`src/rtl/acc_drain_scheduler.sv`:
```
// rtl/acc_drain_scheduler.sv - drains accumulator banks onto the 32-bit output bus; optional DRAIN_RELU_EN clamps negative words
module acc_drain_scheduler #(
  parameter int NUM_BANKS = 8,
  parameter int DEPTH     = 3136,
  parameter int ADDR_W    = 12,
  parameter int DATA_W    = 32,
  localparam int BANK_W   = (NUM_BANKS > 1) ? $clog2(NUM_BANKS) : 1
) (
  input  logic                      clk,
  input  logic                      rst,
  input  logic                      start,
  output logic                      rd_en,
  output logic [ADDR_W-1:0]         rd_addr,
  output logic [BANK_W-1:0]         bank_sel,
  output logic                      half_sel,
  input  logic [NUM_BANKS*64-1:0]   bank_rdata,
  input  logic                      bus_free,
  output logic                      valid_o,
  output logic [DATA_W-1:0]         data_o,
  output logic                      busy,
  output logic                      conv_done
);

  localparam int OFF_W = $clog2(NUM_BANKS * 64);

  typedef enum logic [1:0] {S_IDLE, S_RUN, S_FLUSH, S_DONE} state_t;

  state_t              state_q, state_d;
  logic [ADDR_W-1:0]   addr_q, addr_d;
  logic                half_q, half_d;
  logic [BANK_W-1:0]   bank_q, bank_d;
  logic                issue;

  // Read issued last cycle: its data is on bank_rdata now and lands in the FIFO at this edge
  logic                inflight_q;
  logic [BANK_W-1:0]   rd_bank_q;
  logic                rd_half_q;

  // Two-entry FIFO kept as a head register (drives the bus) plus one spare slot
  logic [DATA_W-1:0]   head_q, head_d, tail_q, tail_d;
  logic                head_v_q, head_v_d, tail_v_q, tail_v_d;

  logic                pop;
  logic                push;
  logic [1:0]          used_after_pop;
  logic                last_issue;
  logic [OFF_W-1:0]    sel_off;
  logic [DATA_W-1:0]   sel_word;
  logic [DATA_W-1:0]   push_word;

  assign pop  = head_v_q & bus_free;
  assign push = inflight_q;

  // A slot freed by this cycle's pop is reusable immediately; that keeps 1 word/clk with only 2 entries
  assign used_after_pop = 2'(inflight_q) + 2'(head_v_q) + 2'(tail_v_q) - 2'(pop);

  assign last_issue = (bank_q == BANK_W'(NUM_BANKS - 1)) && half_q &&
                      (addr_q == ADDR_W'(DEPTH - 1));

  // Half 0 is the upper 32 bits of the 64-bit bank word
  assign sel_off  = OFF_W'({rd_bank_q, ~rd_half_q, 5'd0});
  assign sel_word = bank_rdata[sel_off +: DATA_W];

  // Optional clamp applied as the word enters the FIFO, so it adds no latency
  always_comb begin
`ifdef DRAIN_RELU_EN
    push_word = sel_word[DATA_W-1] ? '0 : sel_word;
`else
    push_word = sel_word;
`endif
  end

  // Next-state, read issue and address/half/bank sequencing
  always_comb begin
    state_d = state_q;
    addr_d  = addr_q;
    half_d  = half_q;
    bank_d  = bank_q;
    issue   = 1'b0;
    unique case (state_q)
      S_IDLE: begin
        if (start) state_d = S_RUN;
      end
      S_RUN: begin
        if (used_after_pop < 2'd2) begin
          issue = 1'b1;
          if (last_issue) begin
            addr_d  = '0;
            half_d  = 1'b0;
            bank_d  = '0;
            state_d = S_FLUSH;
          end else if (addr_q == ADDR_W'(DEPTH - 1)) begin
            addr_d = '0;
            half_d = ~half_q;
            if (half_q) bank_d = bank_q + 1'b1;
          end else begin
            addr_d = addr_q + 1'b1;
          end
        end
      end
      S_FLUSH: begin
        // Leave as the final word is being accepted so conv_done follows it by one clock
        if (!inflight_q && !tail_v_q && (!head_v_q || pop)) state_d = S_DONE;
      end
      S_DONE: begin
        state_d = S_IDLE;
      end
      default: begin
        state_d = S_IDLE;
      end
    endcase
  end

  // FIFO update; credits guarantee a push never meets a full FIFO
  always_comb begin
    head_d   = head_q;
    head_v_d = head_v_q;
    tail_d   = tail_q;
    tail_v_d = tail_v_q;
    if (pop) begin
      if (tail_v_q) begin
        head_d   = tail_q;
        tail_v_d = push;
        if (push) tail_d = push_word;
      end else if (push) begin
        head_d = push_word;
      end else begin
        head_v_d = 1'b0;
      end
    end else if (push) begin
      if (!head_v_q) begin
        head_d   = push_word;
        head_v_d = 1'b1;
      end else begin
        tail_d   = push_word;
        tail_v_d = 1'b1;
      end
    end
  end

  // State and read-sequencing registers
  always_ff @(posedge clk or posedge rst) begin
    if (rst) begin
      state_q <= S_IDLE;
      addr_q  <= '0;
      half_q  <= 1'b0;
      bank_q  <= '0;
    end else begin
      state_q <= state_d;
      addr_q  <= addr_d;
      half_q  <= half_d;
      bank_q  <= bank_d;
    end
  end

  // Delayed copies of the selects, aligned with the returning SRAM data
  always_ff @(posedge clk or posedge rst) begin
    if (rst) begin
      inflight_q <= 1'b0;
      rd_bank_q  <= '0;
      rd_half_q  <= 1'b0;
    end else begin
      inflight_q <= issue;
      if (issue) begin
        rd_bank_q <= bank_q;
        rd_half_q <= half_q;
      end
    end
  end

  // FIFO storage; head keeps its last value when the FIFO drains empty
  always_ff @(posedge clk or posedge rst) begin
    if (rst) begin
      head_q   <= '0;
      head_v_q <= 1'b0;
      tail_q   <= '0;
      tail_v_q <= 1'b0;
    end else begin
      head_q   <= head_d;
      head_v_q <= head_v_d;
      tail_q   <= tail_d;
      tail_v_q <= tail_v_d;
    end
  end

  assign rd_en     = issue;
  assign rd_addr   = addr_q;
  assign bank_sel  = bank_q;
  assign half_sel  = half_q;
  assign valid_o   = head_v_q;
  assign data_o    = head_q;
  assign busy      = (state_q == S_RUN) || (state_q == S_FLUSH);
  assign conv_done = (state_q == S_DONE);

endmodule

```
`config.mk`:
```
export PLATFORM = sky130hd
export DESIGN_NAME = acc_drain_scheduler
export DESIGN_NICKNAME = d
export VERILOG_FILES = /design/src/rtl/acc_drain_scheduler.sv
export SDC_FILE = /design/constraint.sdc
export NUM_CORES = 1
export LEC_CHECK = 0
export ABC_AREA = 1
export CAP_MARGIN = 20
export CORE_AREA = 10 10 211 213
export CTS_BUF_LIST = sky130_fd_sc_hd__clkbuf_8
export CTS_CLUSTER_DIAMETER = 80
export DETAILED_ROUTE_END_ITERATION = 7
export DIE_AREA = 0 0 221 223
export GPL_ROUTABILITY_DRIVEN = 0
export HOLD_SLACK_MARGIN = 0.05
export REMOVE_ABC_BUFFERS = 1
export SLEW_MARGIN = 20
export SYNTH_ARGS = -nofsm -noshare
export SYNTH_HDL_FRONTEND = slang
export SYNTH_SLANG_ARGS = --single-unit
```
`constraint.sdc`:
```
create_clock -name clk -period 6.7 [get_ports clk]
set_input_delay 0.67 -clock clk [delete_from_list [all_inputs] [get_ports clk]]
set_output_delay 0.67 -clock clk [all_outputs]
set_load 0.02 [all_outputs]
```
### Word level (Yosys, flattened, before mapping)

Cells that the tools add are included.

* register bits: 89
* bits in latches: 0
* RAM bits: 0
* bits in read-only memories: 0
* input port bits: 516
* memories: 0

* add/sub/neg operators: 5
* multipliers: 0
* div/mod/pow operators: 0
* magnitude comparators: 1
* equal/unequal tests: 14
* shift-type cells: 1
* multiplexer cells: 31
* bitwise operators: 3
* reductions and logical operators: 23

Operators with widths (count)
* 512-bit by 10-bit indexed part select with 32-bit output: 1
* 32-bit 2-to-1 mux: 9
* 12-bit 2-to-1 mux: 2
* 2-bit inequality test, second input constant: 8
* 12-bit by 1-bit adder with 12-bit output, second input constant: 1
* 12-bit equality test, second input constant: 1
* 1-bit 2-to-1 mux: 12
* 4-bit AND reduction: 3
* 2-bit nonzero test: 5
* 3-bit 2-to-1 mux: 3
* 3-bit AND reduction: 3
* 2-bit 2-to-1 mux: 4
* 2-bit case mux with 4 select lines: 1
* 2-bit equality test, second input constant: 2
* 1-bit logical AND: 4
* 2-bit AND reduction: 2
* 3-bit by 1-bit adder with 3-bit output, second input constant: 1
* 3-bit equality test, second input constant: 1
* 1-bit logical NOT: 3
* 1-bit by 1-bit adder with 2-bit output: 1
* 2-bit by 1-bit adder with 2-bit output: 1
* 2-bit by 1-bit equality test with 1-bit output, second input constant: 1
* 2-bit logical NOT: 1
* 1-bit logical OR: 2
* 5 further kinds: 6

### Longest topological paths before layout

* word-level depth: 6
* gate-level depth with buffers: 12

### Least setup slack after synthesis

No wires, ideal clock.

* path type: input -> output
* start: input bus_free
* end: output rd_en
* arrival time: 2098 ps
* required time: 6030 ps
* setup slack: 3932 ps
* cell stages on the path: 8
* path buffers: 1
* cell sequence: nand2_1 > ha_1 > ha_1 > a21o_1 > nand2_1 > nand3_2 > inv_1 > buf_2

* cells in the longest elaborated chain, start to end: 5

Ends and longest elaborated chain
* start, declared: line 17 `input logic bus_free,`
* 1-bit AND: line 51 `assign pop = head_v_q & bus_free;`
* 2-bit by 1-bit subtractor with 2-bit output: line 55 `assign used_after_pop = 2'(inflight_q) + 2'(head_v_q) + 2'(tail_v_q) - 2'(pop);`
* 2-bit < comparator: line 85 `if (used_after_pop < 2'd2) begin`
* 1-bit 2-to-1 mux: line 85
* 1-bit 2-to-1 mux: line 80 `unique case (state_q)`
* end, declared: line 12 `output logic rd_en,`

No other way between the ends.

### Worst setup path after layout

Ends and elaborated chain as after synthesis.

==> flow_metrics.tcl <==
set metrics [dict create \
    swShare 0.5050 \
    cts-buffers-inserted 9 \
    clock_power_share 0.095 \
    drtIter0Drc 1029 \
    drtPass1Iterations 5 \
    p_int_uw 2031 \
    max_cap_violations 0 \
    final_nets 2657 \
    cts_resized 0 \
    rows 74 \
    setup_viol_count_final 0 \
    area_delta_synth_final_pct 62.41 \
    globalRouteOverflowTotal 0 \
    clk_pin_slew_ns 0.12 \
    via_count 12610 \
    yosysSeqAreaShare 0.2341 \
    drc 0 \
    period_minus_slack_ns 4.380 \
    initial_core_util 0.2357 \
    final_util 0.3828 \
    power.combinational.fraction 0.677 \
    drtAntennaViolNets 0 \
    p_sw_uw 2072 \
    total_power_uw 4102 \
    fmax_mhz 228.3 \
    yosysUniqueCellTypes 31 \
    root_buffer "clkbuf_8" \
    syn_area_um2 9515 \
    path_class "in -> out" \
    crit_required_ns 6.03 \
    post_cts_buffers 0 \
    period_share 0.6537 \
    grt_start_max_net_pins 226 \
    avgSynthCellArea_um2 5.715 \
    outcome "finished, final reports clean" \
    end_kind "primary output" \
    antenna_found_initial 0 \
    drt-total-wl_um 49690 \
    syn_inst 1665 \
    design_area_um2 15450 \
    core_area_um2 40370 \
    viasPerCell 4.728 \
    drive_above_1_share 0.02529 \
    dieArea_um2 49280 \
    diodes 0 \
    cts_tree "yes" \
    yosys_warnings 0 \
    stdcell_count 2667 \
    rsz0062_at_grt "no" \
    port_buffers 567 \
    wl_per_cell_um 18.63 \
    io-pin-count 568 \
    power_frac_seq 0.227 \
    htree_levels 3 \
    clockBufferDepth 2 \
    vdd.ir_drop.worst_uv 155.3 \
    place_area_um2 15260 \
    insertion_delay_ns 0.39 \
    p_leak_uw 0.006839 \
    grt.total_usage 0.1921 \
    path_max_fanout 17 \
    fin_skew_ns 0.01918 \
    grt_pass1_vias 12720 \
    power.density_nw_per_um2 265.5 \
    die_w_um 221 \
    holdBufCountCts 0 \
    startpoint_type "primary input" \
    arrival_ns 3.71 \
    report.final.slew_viol_count 0 \
    placed_cells 2651 \
    post-dp-hpwl_um 37350 \
    dieHeight_um 223 \
    clock_sinks 89 \
    max_slew_margin 0.1901 \
    tightest_slew_ns 1.215 \
    hold_violations 0 \
    hp-class "reg -> reg" \
    final_common_cell "clkdlybuf4s50_1" \
    layout_common_cells "clkdlybuf4s50_1, nand2_1, nor2_1" \
    whs_ns 0.4911 \
    grt_pass1_wl_um 76250 \
    ys_seq_elements 89 \
]
routing by layer:
layer  GRT usage  wire (um)  vias up
met4     0.05678       1181        0
met3     0.03792       3107       48
met5           0          0        -
li1            -          -     6324
met1      0.2328      21070     5793
met2      0.3361      24330      444
state kept, by name, indices dropped and copies added (netlist names), 2 cells and up:
| register | flops |
|---|---|
| data_o | 32 |
| tail_q | 32 |
| rd_addr | 12 |
| bank_sel | 3 |
| rd_bank_q | 3 |
| state_q | 2 |
cells by family after synthesis:
kind of cell | after synthesis | synth area share
xor gates and xnor gates | 7 | 0.006443
DFF | 89 | 0.2341
AOI/OAI and AO/OA | 313 | 0.1854
buffers and inverters | 281 | 0.1385
adders and majority gates | 11 | 0.01446
and+or+nand+nor | 964 | 0.4212
per-stage QoR:
stage	setup WS, ns	setup TNS (ns)
6_report	2.320	0
5_1_grt	2.204	0
4_1_cts	2.329	0
3_5_place_dp	2.340	0
3_3_place_gp	2.419	0
2_1_floorplan	-2.900	-183.93
worst max-delay path: stages:
cell	delay, ns
clkdlybuf4s50_1	0.51
nand2_1	0.16
ha_1	0.33
ha_1	0.29
a21o_1	0.19
nand2_1	0.09
nand3_2	0.26
inv_1	0.50
clkdlybuf4s50_1	0.71
synth_stat cells:
library cell,n,area share
nand2_1,409,0.16
nor2_1,288,0.11
nand3_1,239,0.13
inv_1,153,0.060
o21ai_0,104,0.055
o21ai_1,92,0.048
dfrtp_1,89,0.23
o211ai_1,69,0.054
clkbuf_1,44,0.017
a21oi_1,43,0.023
buf_2,39,0.021
buf_6,23,0.027
ha_1,11,0.014
buf_1,10,0.0039
buf_4,8,0.0063
nor3_1,8,0.0042
nand3_2,6,0.0063
xor2_1,6,0.0055
nand4_1,5,0.0033
inv_2,3,0.0012
nand2_2,3,0.0020
nor4_1,3,0.0020
nor3_2,2,0.0021
a211oi_4,1,0.0021
a21o_1,1,0.00079
a21oi_2,1,0.00092
a31oi_1,1,0.00066
buf_8,1,0.0016
o31ai_1,1,0.00079
or2_2,1,0.00066
xnor2_1,1,0.00092
power groups by stage:
stage	clock, uW	sequential [uW]	combinational, uW
after floorplan	0	1210	1520
after global placement	0	936	2760
after detailed placement	0	944	2810
after CTS	415	938	2820
after global routing	433	967	3110
final	392	933	2780
cell type report:
cell class	instances	area, um^2
fill	4338	24920
multi-input combinational	1295	5986
timing repair buffer	579	5778
sequential	89	2235
tap	532	665.6
inverter	156	598.1
clock buffer	9	123.9
clock inverter	7	67.56
worst paths after layout:
kind	from	to	slack, ns	cells past startpoint
worst max-delay path	bus_free	rd_en	2.32	9
worst min-delay path	data_o[28]	data_o[28]	0.49	2
worst max register to register	valid_o	rd_addr[5]	3.78	10
worst min register to register	data_o[28]	data_o[28]	0.49	2
max in group asynchronous	rst	rd_half_q	4.86	3
min in group asynchronous	rst	data_o[30]	0.65	2
Power figures use the tool's default switching activity.
